$ cat src/rtl/dual_edge_event_logger.sv
// dual_edge_event_logger: synchronizes two async inputs, timestamps their rising edges
// and queues one record per event in a small FIFO drained over valid/ready.
module dual_edge_event_logger #(
  parameter int MAX_EVENTS = 10,
  parameter int TS_W       = 16,
  parameter int FIFO_DEPTH = 4,
  parameter int CNT_W      = 8
) (
  input  logic             clk,
  input  logic             rst_n,
  input  logic             start,
  input  logic             ev_a,
  input  logic             ev_b,
  output logic             out_valid,
  input  logic             out_ready,
  output logic [1:0]       out_src,
  output logic [TS_W-1:0]  out_time,
  output logic [CNT_W-1:0] event_count,
  output logic             busy,
  output logic             done,
  output logic             overflow
);
  localparam int AW = $clog2(FIFO_DEPTH);
  typedef enum logic [1:0] {IDLE, ARMED, DONE} state_t;
  state_t state_q, state_d;
  logic [2:0] sync_a_q, sync_a_d, sync_b_q, sync_b_d;
  logic [TS_W-1:0] ts_q, ts_d;
  logic [CNT_W-1:0] cnt_q, cnt_d;
  logic ovf_q, ovf_d;
  logic [AW:0] wr_q, wr_d, rd_q, rd_d;
  logic [TS_W+1:0] mem_q [FIFO_DEPTH];
  logic [TS_W+1:0] head;
  logic edge_a, edge_b, empty, full, pop, push;
  // sync_*: {p, s2, s1}
  assign sync_a_d = {sync_a_q[1:0], ev_a};
  assign sync_b_d = {sync_b_q[1:0], ev_b};
  assign edge_a = sync_a_q[1] & ~sync_a_q[2];
  assign edge_b = sync_b_q[1] & ~sync_b_q[2];
  assign empty = wr_q == rd_q;
  assign full = (wr_q[AW-1:0] == rd_q[AW-1:0]) && (wr_q[AW] != rd_q[AW]);
  assign pop = !empty && out_ready;
  assign push = state_q == ARMED && (edge_a || edge_b) && !start && (!full || pop);
  always_comb begin
    state_d = state_q;
    ts_d = ts_q;
    cnt_d = cnt_q;
    ovf_d = ovf_q;
    wr_d = wr_q;
    rd_d = rd_q;
    if (start) begin
      state_d = ARMED;
      ts_d = '0;
      cnt_d = '0;
      ovf_d = 1'b0;
      wr_d = '0;
      rd_d = '0;
    end else begin
      rd_d = pop ? rd_q + (AW+1)'(1) : rd_q;
      if (state_q == ARMED) begin
        ts_d = ts_q + TS_W'(1);
        if (push) begin
          wr_d = wr_q + (AW+1)'(1);
          cnt_d = cnt_q + CNT_W'(1);
          state_d = (cnt_d == CNT_W'(MAX_EVENTS)) ? DONE : ARMED;
        end else if (edge_a || edge_b) begin
          ovf_d = 1'b1;
        end
      end
    end
  end
  always_ff @(posedge clk or negedge rst_n) begin
    if (!rst_n) begin
      state_q <= IDLE;
      sync_a_q <= '0;
      sync_b_q <= '0;
      ts_q <= '0;
      cnt_q <= '0;
      ovf_q <= 1'b0;
      wr_q <= '0;
      rd_q <= '0;
    end else begin
      state_q <= state_d;
      sync_a_q <= sync_a_d;
      sync_b_q <= sync_b_d;
      ts_q <= ts_d;
      cnt_q <= cnt_d;
      ovf_q <= ovf_d;
      wr_q <= wr_d;
      rd_q <= rd_d;
    end
  end
  // storage needs no reset: the head is masked whenever the FIFO is empty
  always_ff @(posedge clk) begin
    if (push) mem_q[wr_q[AW-1:0]] <= {edge_b, edge_a, ts_q};
  end
  assign head = mem_q[rd_q[AW-1:0]];
  assign out_valid = !empty;
  assign out_src = out_valid ? head[TS_W+1:TS_W] : 2'b00;
  assign out_time = out_valid ? head[TS_W-1:0] : '0;
  assign event_count = cnt_q;
  assign busy = state_q == ARMED;
  assign done = state_q == DONE;
  assign overflow = ovf_q;
endmodule
$ cat config.mk
export PLATFORM = sky130hd
export DESIGN_NAME = dual_edge_event_logger
export DESIGN_NICKNAME = d
export VERILOG_FILES = /design/src/rtl/dual_edge_event_logger.sv
export SDC_FILE = /design/constraint.sdc
export NUM_CORES = 1
export LEC_CHECK = 0
export BUFFER_PORTS_ARGS = -buffer_cell sky130_fd_sc_hd__clkbuf_2
export CAP_MARGIN = 15
export CELL_PAD_IN_SITES_DETAIL_PLACEMENT = 1
export CELL_PAD_IN_SITES_GLOBAL_PLACEMENT = 1
export CORE_MARGIN = 4
export CORE_UTILIZATION = 30
export CTS_CLUSTER_SIZE = 12
export DETAILED_ROUTE_END_ITERATION = 8
export GPL_ROUTABILITY_DRIVEN = 0
export HOLD_SLACK_MARGIN = 0.03
export MAX_ROUTING_LAYER = met4
export PLACE_DENSITY_LB_ADDON = 0.25
export SYNTH_ARGS = -nofsm -noshare
export SYNTH_HDL_FRONTEND = slang
export SYNTH_SLANG_ARGS = --single-unit
$ cat constraint.sdc
create_clock -name clk -period 2.8 [get_ports clk]
set_clock_uncertainty 0.1 [all_clocks]
set_input_delay 0.56 -clock clk [delete_from_list [all_inputs] [get_ports clk]]
set_output_delay 0.56 -clock clk [all_outputs]
set_load 0.05 [all_outputs]
==> flow_summary_export.csv <==
group,metric,value,unit
setup_path,critPathTopFamily,"multiplexers",
setup_path,crit_path_start_kind,"register",
sta,worstMarginPinSlew,0.5258,ns
logic_synthesis,ys_async_sr_fraction,35.14,%
logic_synthesis,syn_inst,324,
power_and_ir_drop,ir_drop,0.2823,mV
logic_synthesis,synth.cell_area,4811,sq um
logic_synthesis,synth_cell_types,44,
global_routing,grt_use_total,12.01,%
clock_tree,cts_tree,"done",
global_routing,antenna_found_initial,0,
finish,final_cell_area,5648,sq um
setup_path,crit_arrival,2.01,ns
sta,slew_headroom,64.95,%
clock_tree,numCtsBuffers,9,
finish,n_antenna_cell,0,
sta,maxSlewViolCount,0,
finish,drive_gt1_share,25.86,%
logic_synthesis,synth_area_per_cell,14.85,sq um
finish,fin_cells,595,
setup_path,cp_cell_sequence,"buf_12 > mux4_2 > and2b_1 > clkbuf_2",
clock_tree,cts_sinks,111,
detailed_routing,drcViolationCount,0,
clock_tree,clock_latency,0.35,ns
setup_path,slowest_stage,"mux4_2",
sta,setup_viol,0,
logic_synthesis,synth_nets,338,
detailed_routing,drt_iter0_markers,132,
logic_synthesis,ys_seq_area_share,65.23,%
logic_synthesis,synth-edff-count,72,
sta,rsz0062_at_grt,"no",
finish,fin_nets,388,
logic_synthesis,yosysTopAreaCellShare,44.94,%
sta,finalCritPeriodShare,95.32,%
placement,dp.cells,579,
floorplanning,start_util,30.51,%
sta,timing.final.crit_period,2.669,ns
logic_synthesis,synthFlopType,"edfxtp_1",
detailed_routing,wl,9978,um
worst_hold_path,hold_path.class,"in2async",
logic_synthesis,synth_area_leader_cell,"edfxtp_1",
placement,hpwl,6582,um
flow_run,cap_violations,0,
floorplanning,die_w,134.6,um
clock_tree,hold_buffers,0,
finish,final_cell_mix,"72 x edfxtp_1, 39 x dfrtp_1, 35 x clkbuf_2",
detailed_routing,wire_per_inst,16.77,um
power_and_ir_drop,power-per-cell-area,688.8,nW/um^2
global_routing,overflow,0,
clock_tree,clock-root-buffer,"clkbuf_16",
detailed_routing,dr.pass1.iters,4,
floorplanning,die_y,134.6,um
clock_tree,post_cts_buffers,0,
clock_tree,htree_levels,3,
placement,placed_area,5351,sq um
setup_path,crit_path_end_kind,"output port",
detailed_routing,vias,2780,
logic_synthesis,synth.ff_latch_count,111,
logic_synthesis,ys_warn_count,0,
floorplanning,ios,36,
setup_path,crit_type,"reg2out",
floorplanning,rows,46,
sta,whs,0.1584,ns
sta,fmax,374.7,MHz
outcome,status,"completed",
detailed_routing,postRouteAntennaNets,0,
finish,finish.utilization,35.81,%
setup_path,max_stage_delay,0.53,ns
sta,finalHoldViolCount,0,
finish,syn_to_final_growth,17.40,%
detailed_routing,avgViaCountPerCell,4.672,
global_routing,grt_pass1_vias,2927,
placement,port_buffers,35,
setup_path,worstPathRequired,2.14,ns
setup_path,rrSetupSlack,0.51,ns
power_and_ir_drop,leakagePower,2.117,nW
floorplanning,core-area,15770,sq um
setup_path,worstPathMaxFanout,18,
finish,fillers,1676,
clock_tree,clk_pin_slew,0.07,ns
logic_synthesis,synthTopCellsByArea,"edfxtp_1 45%, dfrtp_1 20%, mux4_2 8.4%",
global_routing,grt_start_max_net_pins,40,
clock_tree,clock_path_buffers,2,
finish,layout_commonest_cell,"edfxtp_1",
setup_path,crit_buf_inv,2,
floorplanning,die_area,18130,sq um
global_routing,grt_pass1_wl,15970,um
[cells by family after synthesis]
kind of cell,share of synthesized area [%]
fa+ha+maj,2.081
buf+inv,2.003
flops,65.23
simple gates,13.58
compound gates,3.615
mux,10.22
xor+xnor,3.277
[per-layer routing]
metal,wire (um),global-route usage (%)
met1,4432,14.42
met2,5074,19.87
met3,299,2.310
met4,172,5.090
met5,0,-
[flip-flops by register name (all words and copies together) (netlist names)]
signal	count
mem_q	72
sync_a_q	3
wr_q	3
sync_b_q	3
ts_q	16
event_count	8
rd_q	3
overflow	1
state_q	2
[cells in the mapped netlist, types with 2 or more instances]
master,number
or4_1,4
inv_1,5
buf_6,2
nand2_1,12
nor4_1,7
edfxtp_1,72
mux2_2,5
nor3b_1,4
and2b_1,14
xnor2_1,8
clkbuf_1,4
nand4_1,4
o21ai_0,5
buf_1,2
o31ai_1,5
xor2_1,10
nand3_1,12
nor3_1,5
nor2_1,26
and4_1,2
ha_1,8
mux2i_1,3
a21oi_1,10
buf_2,5
nor2b_1,13
dfrtp_1,39
mux4_2,18
or3_1,4
[report_power, final]
part	switching (mW)	internal, mW	leakage [nW]	total (mW)
Sequential	0.0330	1.78	1.19	1.82
Clock	0.569	0.695	0.142	1.26
Combinational	0.540	0.271	0.784	0.810
[metrics by stage]
stage / TNS (ns) / worst slack (ns) / power [mW]
2_1_floorplan: -21.61 / -0.3001 / 2.454
3_3_place_gp: 0 / 0.5096 / 2.670
3_5_place_dp: 0 / 0.4920 / 2.685
4_1_cts: 0 / 0.09126 / 3.956
5_1_grt: 0 / 0.03321 / 4.066
6_report: 0 / 0.1310 / 3.890
[repair_timing]
action	in CTS	in global routing
hold endpoints to repair	0	0
resized for setup	0	1
endpoints found under the setup margin	0	13
[layout make-up]
class	instances	area [sq um]	share of cell area, %
flip-flops and latches	111	3138	55.56
multi-input cells	194	1609	28.49
repair buffers	53	322.8	5.716
well taps	216	270.3	4.785
clock buffers	11	232.7	4.121
clock inverters	5	56.30	0.9969
inverters	5	18.77	0.3323
[final timing paths]
path,start,end,cells past startpoint
min in group clk,ev_b,sync_b_q[0],1
setup reg to reg,rd_q[0],mem_q[2][3],6
max in group asynchronous,rst_n,ts_q[5],2
hold / removal,rst_n,event_count[6],2
setup / recovery,rd_q[0],out_time[2],4
hold reg to reg,sync_a_q[0],sync_a_q[1],0
No activity file was read; power rests on OpenSTA's default activity.
